===== src/rtl/eeprom_stream_reader.sv =====
// 25xx SPI EEPROM READ sequencer streaming BYTE_COUNT bytes over valid/ready; define EEPROM_FAST_READ_EN for FAST READ (0x0B + dummy byte).
// First byte 2+2*(header+8) clk after start at SCLK_DIV=1; backpressure parks sclk low at a byte boundary until the held byte is taken.
module eeprom_stream_reader #(
  parameter int                    BYTE_COUNT = 100,
  parameter int                    ADDR_WIDTH = 16,
  parameter logic [ADDR_WIDTH-1:0] START_ADDR = '0,
  parameter int                    SCLK_DIV   = 1
) (
  input  logic       clk,
  input  logic       nreset,
  input  logic       start,
  input  logic       abort,
  input  logic       miso,
  output logic       cs_n,
  output logic       sclk,
  output logic       mosi,
  output logic [7:0] byte_data,
  output logic       byte_valid,
  input  logic       byte_ready,
  output logic       busy,
  output logic       done
);

`ifdef EEPROM_FAST_READ_EN
  localparam int                  HDR_BITS = 16 + ADDR_WIDTH;
  localparam logic [HDR_BITS-1:0] HDR_WORD = {8'h0B, START_ADDR, 8'h00};
`else
  localparam int                  HDR_BITS = 8 + ADDR_WIDTH;
  localparam logic [HDR_BITS-1:0] HDR_WORD = {8'h03, START_ADDR};
`endif

  localparam int               DIV_W     = $clog2(SCLK_DIV + 1);
  localparam logic [DIV_W-1:0] DIV_MAX   = DIV_W'(SCLK_DIV - 1);
  localparam int               HCNT_W    = $clog2(HDR_BITS + 1);
  localparam logic [7:0]       LAST_IDX  = 8'(BYTE_COUNT - 1);
  localparam logic [7:0]       ALL_BYTES = 8'(BYTE_COUNT);

  typedef enum logic [2:0] {IDLE, SETUP, HEADER, DATA, STALL, FINISH} state_t;

  state_t              state;
  logic [DIV_W-1:0]    div_cnt;
  logic [HDR_BITS-1:0] hdr_sr;
  logic [HCNT_W-1:0]   hdr_cnt;
  logic [7:0]          rx_sr;
  logic [3:0]          rx_cnt;
  logic [7:0]          byte_cnt;
  logic                take;

  assign take = byte_valid && byte_ready;

  always_ff @(posedge clk or negedge nreset) begin
    if (!nreset) begin
      state      <= IDLE;
      cs_n       <= 1'b1;
      sclk       <= 1'b0;
      mosi       <= 1'b0;
      byte_data  <= 8'd0;
      byte_valid <= 1'b0;
      busy       <= 1'b0;
      done       <= 1'b0;
      div_cnt    <= '0;
      hdr_sr     <= '0;
      hdr_cnt    <= '0;
      rx_sr      <= 8'd0;
      rx_cnt     <= 4'd0;
      byte_cnt   <= 8'd0;
    end else begin
      done <= 1'b0;
      if (take) byte_valid <= 1'b0;

      if (abort && state != IDLE) begin
        state      <= IDLE;
        cs_n       <= 1'b1;
        sclk       <= 1'b0;
        mosi       <= 1'b0;
        byte_valid <= 1'b0;
        busy       <= 1'b0;
      end else begin
        case (state)
          IDLE: begin
            if (start && !abort) begin
              state    <= SETUP;
              cs_n     <= 1'b0;
              busy     <= 1'b1;
              mosi     <= HDR_WORD[HDR_BITS-1];
              hdr_sr   <= HDR_WORD;
              hdr_cnt  <= '0;
              div_cnt  <= DIV_MAX;
              rx_cnt   <= 4'd0;
              byte_cnt <= 8'd0;
            end
          end

          SETUP: begin
            if (div_cnt != '0) begin
              div_cnt <= div_cnt - DIV_W'(1);
            end else begin
              div_cnt <= DIV_MAX;
              state   <= HEADER;
            end
          end

          // Each bit is a low phase then a high phase; mosi moves on the fall.
          HEADER: begin
            if (div_cnt != '0) begin
              div_cnt <= div_cnt - DIV_W'(1);
            end else begin
              div_cnt <= DIV_MAX;
              sclk    <= ~sclk;
              if (sclk) begin
                if (hdr_cnt == HCNT_W'(HDR_BITS - 1)) begin
                  state <= DATA;
                  mosi  <= 1'b0;
                end else begin
                  hdr_cnt <= hdr_cnt + HCNT_W'(1);
                  hdr_sr  <= hdr_sr << 1;
                  mosi    <= hdr_sr[HDR_BITS-2];
                end
              end
            end
          end

          DATA: begin
            if (div_cnt != '0) begin
              div_cnt <= div_cnt - DIV_W'(1);
            end else begin
              div_cnt <= DIV_MAX;
              if (!sclk) begin
                sclk   <= 1'b1;
                rx_sr  <= {rx_sr[6:0], miso};
                rx_cnt <= rx_cnt + 4'd1;
              end else begin
                sclk <= 1'b0;
                if (rx_cnt == 4'd8) begin
                  rx_cnt   <= 4'd0;
                  byte_cnt <= byte_cnt + 8'd1;
                  if (!byte_valid || take) begin
                    byte_data  <= rx_sr;
                    byte_valid <= 1'b1;
                    if (byte_cnt == LAST_IDX) begin
                      cs_n  <= 1'b1;
                      state <= FINISH;
                    end
                  end else begin
                    state <= STALL;
                  end
                end
              end
            end
          end

          // rx_sr holds the pending byte while sclk is parked low.
          STALL: begin
            if (take) begin
              byte_data  <= rx_sr;
              byte_valid <= 1'b1;
              div_cnt    <= DIV_MAX;
              if (byte_cnt == ALL_BYTES) begin
                cs_n  <= 1'b1;
                state <= FINISH;
              end else begin
                state <= DATA;
              end
            end
          end

          FINISH: begin
            if (take) begin
              done  <= 1'b1;
              busy  <= 1'b0;
              state <= IDLE;
            end
          end

          default: state <= IDLE;
        endcase
      end
    end
  end

endmodule


===== config.mk =====
export PLATFORM = sky130hd
export DESIGN_NAME = eeprom_stream_reader
export DESIGN_NICKNAME = d
export VERILOG_FILES = /design/src/rtl/eeprom_stream_reader.sv
export SDC_FILE = /design/constraint.sdc
export NUM_CORES = 1
export LEC_CHECK = 0
export CORE_ASPECT_RATIO = 2
export CORE_UTILIZATION = 57
export CTS_CLUSTER_SIZE = 40
export DETAILED_ROUTE_END_ITERATION = 7
export PLACE_DENSITY_LB_ADDON = 0.25
export SYNTH_ARGS = -nofsm -noshare
export SYNTH_HDL_FRONTEND = slang
export SYNTH_SLANG_ARGS = --single-unit

===== constraint.sdc =====
create_clock -name clk -period 2.78 [get_ports clk]
set_clock_uncertainty 0.1 [all_clocks]
set_input_delay 0.556 -clock clk [delete_from_list [all_inputs] [get_ports clk]]
set_output_delay 0.556 -clock clk [all_outputs]
set_load 0.05 [all_outputs]

==> results.sh <==
export IMPL_synth_adder_area_share_pct=2.919
export IMPL_register_area_um2=1227
export IMPL_r2r_end="byte_data[6]"
export IMPL_core_um2=4129
export IMPL_ys_ff_latch=49
export IMPL_worst_pin_slew_ns=0.6464
export IMPL_min_period_ns=2.311
export IMPL_dr_first_iter_drc_count=46
export IMPL_n_antenna_cell=0
export IMPL_clock_sinks=49
export IMPL_critPathArrivalTime_ns=1.66
export IMPL_finalSetupViolCount=0
export IMPL_multi_input_area_um2=1172
export IMPL_combinationalPowerShare_pct=32.2
export IMPL_synthXorXnorAreaFrac_pct=3.875
export IMPL_internal_power_uw=1332
export IMPL_yosysMostFrequentCell="dfrtp_1"
export IMPL_drv_cap=0
export IMPL_ys_types=45
export IMPL_crit_type="reg -> out"
export IMPL_h_tree_depth=2
export IMPL_synth_top_flop_cell="dfrtp_1"
export IMPL_ctsResizeCount=0
export IMPL_timing_final_max_slew_violations=0
export IMPL_synthCells=249
export IMPL_grt_ovfl_total=0
export IMPL_fin_crit_sh_pct=83.13
export IMPL_whs_ns=0.1107
export IMPL_track_usage_pct=23.19
export IMPL_critPathSlowestCell="clkdlybuf4s50_1"
export IMPL_timing_fmax_ghz=0.4327
export IMPL_status="completed"
export IMPL_ir_worst_vdd_v=0.0005089
export IMPL_syn_to_final_growth_pct=14.44
export IMPL_synthesis_area_um2=2486
export IMPL_die_w_um=48.70
export IMPL_cts_clk_slew_worst_paths_ns=0.09
export IMPL_cts_path_max_buffers=2
export IMPL_cp_cell_sequence="clkdlybuf4s50_1"
export IMPL_endpoint_kind="output pin"
export IMPL_antenna_found_initial=0
export IMPL_ys_top_cells_by_count="dfrtp_1, nand2_1, nor2_1, mux2_2, o21ai_0"
export IMPL_holdBufCountCts=0
export IMPL_design_die_area_um2=4646
export IMPL_numCtsBuffers=5
export IMPL_critPathMaxStageDelay_ns=0.80
export IMPL_num_vias=1905
export IMPL_crit_family="buffers and inverters"
export IMPL_critPathMaxFanout=3
export IMPL_synth_nets=260
export IMPL_die_h_um=95.40
export IMPL_cp_start_kind="flip-flop"
export IMPL_drt_wl_total_mm=4.830
export IMPL_reg2reg_from="state[1]"
export IMPL_switching_share_pct=36.44
export IMPL_grt_start_max_net_pins=50
export IMPL_p_total_uw=2096
export IMPL_nFillCells=325
export IMPL_yosysWarnings=0
export IMPL_cts_setup_buffers=0
export IMPL_synth_edf_count=0
export IMPL_p_switching_uw=763.7
export IMPL_rsz0062_at_grt="false"
export IMPL_synthSimpleGateAreaFrac_pct=21.79
export IMPL_synth_top_cell_by_area="dfrtp_1"
export IMPL_min_path_type="in -> async"
export IMPL_drc_errors=0
export IMPL_gp_congestion=0.8918
export IMPL_synth_top_area_share_pct=48.31
export IMPL_path_buf_inv=1
export IMPL_powerDensity_nw_per_um2=736.6
export IMPL_pwr_share_seq_pct=46.9
export IMPL_grt_pass1_vias=1872
export IMPL_clock_insertion_delay_worst_skew_ns=0.30
export IMPL_rows=33
export IMPL_root_buffer="clkbuf_8"
export IMPL_wl_per_cell_um=14.95
export IMPL_postSynthAreaPerCell_um2=9.984
export IMPL_initial_core_util_pct=60.21
export IMPL_slew_headroom_pct=56.58
export IMPL_drt_pass1_iterations=4
export IMPL_final_area_um2=2845
export IMPL_p_leak_uw=0.001292
export IMPL_cts_tree="yes"
export IMPL_place_area_um2=2749
export IMPL_port_buffers=19
export IMPL_postRouteAntennaNets=0
export IMPL_synth_top_family_by_area="simple AND/OR/NAND/NOR gates"
export IMPL_pin_count=20
export IMPL_tns_ns=0
export IMPL_async_flop_share_pct=100.0
export IMPL_ys_seq_area_share_pct=49.37
export IMPL_yosys_mux_area_fraction_pct=8.153
export IMPL_vias_per_cell=5.898
export IMPL_synth_area_leaders="dfrtp_1, mux2_2, nand2_1, nor2_1, xor2_1"
export IMPL_dpl_hpwl_mm=3.502
export IMPL_drive_above_1_share_pct=15.13
export IMPL_pwr_share_clk_pct=20.9
export IMPL_grt_pass1_wl_mm=8.183
export IMPL_worstPathRequired_ns=2.12
export IMPL_hold_violations=0
export IMPL_synth_compound_area_share_pct=10.42
export IMPL_r2r_slack_ns=0.49
export IMPL_num_nets_final=281
export IMPL_reg2reg_depth=5
==> registers in the layout, indices dropped and copies added (netlist names), 3 cells and up <==
| signal | flops |
|---|---|
| hdr_cnt | 5 |
| rx_cnt | 4 |
| byte_cnt | 8 |
| state | 3 |
| byte_data | 8 |
| rx_sr | 8 |
| hdr_sr | 7 |
==> layout make-up <==
class	instances	area share (%)
repair buffers	27	9.059
multi-input cells	180	41.20
inverters	7	0.9235
clock inverters	2	0.4837
well taps	52	2.287
flip-flops and latches	49	43.14
clock buffers	6	2.902
==> how the worst max path moves through the flow <==
stage / startpoint / endpoint / slack [ns] / cells after the start
4_1_cts: cs_n / cs_n / 0.46 / 1
2_1_floorplan: sclk / byte_cnt[6] / 0.67 / 6
5_1_grt: state[1] / byte_data[6] / 0.31 / 5
6_report: cs_n / cs_n / 0.47 / 1
3_3_place_gp: start / byte_cnt[6] / 0.29 / 6
3_5_place_dp: start / byte_cnt[7] / 0.24 / 6
==> per-stage QoR <==
| step | instances | setup WS (ns) | utilization, % |
|---|---|---|---|
| global route | 323 | 0.3117 | 68.91 |
| CTS | 323 | 0.4643 | 68.91 |
| floorplan | 249 | 0.6744 | - |
| detailed placement | 315 | 0.2408 | 66.58 |
| finish | 323 | 0.4689 | 68.91 |
| global placement | 315 | 0.2878 | 66.58 |
==> per-layer routing <==
| layer | track usage, % | vias to the layer above | wire [um] |
|---|---|---|---|
| met5 | 0 | - | 0 |
| met1 | 25.08 | 933 | 1893 |
| met4 | 16.67 | 0 | 214 |
| met3 | 2.711 | 19 | 111 |
| met2 | 41.32 | 41 | 2612 |
| li1 | - | 912 | - |
==> cells in the final DEF (no fill, tap or decap), types with 3 or more instances in the layout <==
| master | n |
|---|---|
| mux2_2 | 18 |
| clkdlybuf4s50_1 | 18 |
| nor3_1 | 5 |
| a21oi_1 | 8 |
| inv_1 | 7 |
| nor2b_1 | 3 |
| nor2_1 | 25 |
| o32ai_1 | 3 |
| dfrtp_1 | 48 |
| nand2_1 | 36 |
| nor4_1 | 3 |
| a22oi_1 | 3 |
| o21ai_0 | 12 |
| nand3_1 | 4 |
| buf_4 | 7 |
| nand2b_1 | 7 |
| xor2_1 | 10 |
| ha_1 | 5 |
| clkbuf_8 | 6 |
| nand4_1 | 6 |
==> power by group through the flow <==
stage                     sequential, uW  combinational, uW  clock, uW
after global placement               991                657          0
after detailed placement             995                674          0
after floorplan                      983                494          0
final                                982                675        438
after CTS                            981                678        448
after global routing                1010                748        462
==> cells by family (layout without fill, tap and decap cells) <==
group / count (synthesis) / after routing
and+or+nand+nor: 107 / 107
DFF: 49 / 49
AOI/OAI and AO/OA: 38 / 38
buffers and inverters: 20 / 42
muxes: 18 / 18
xor gates and xnor gates: 11 / 11
adders and majority gates: 6 / 6
Power figures use the tool's default switching activity.
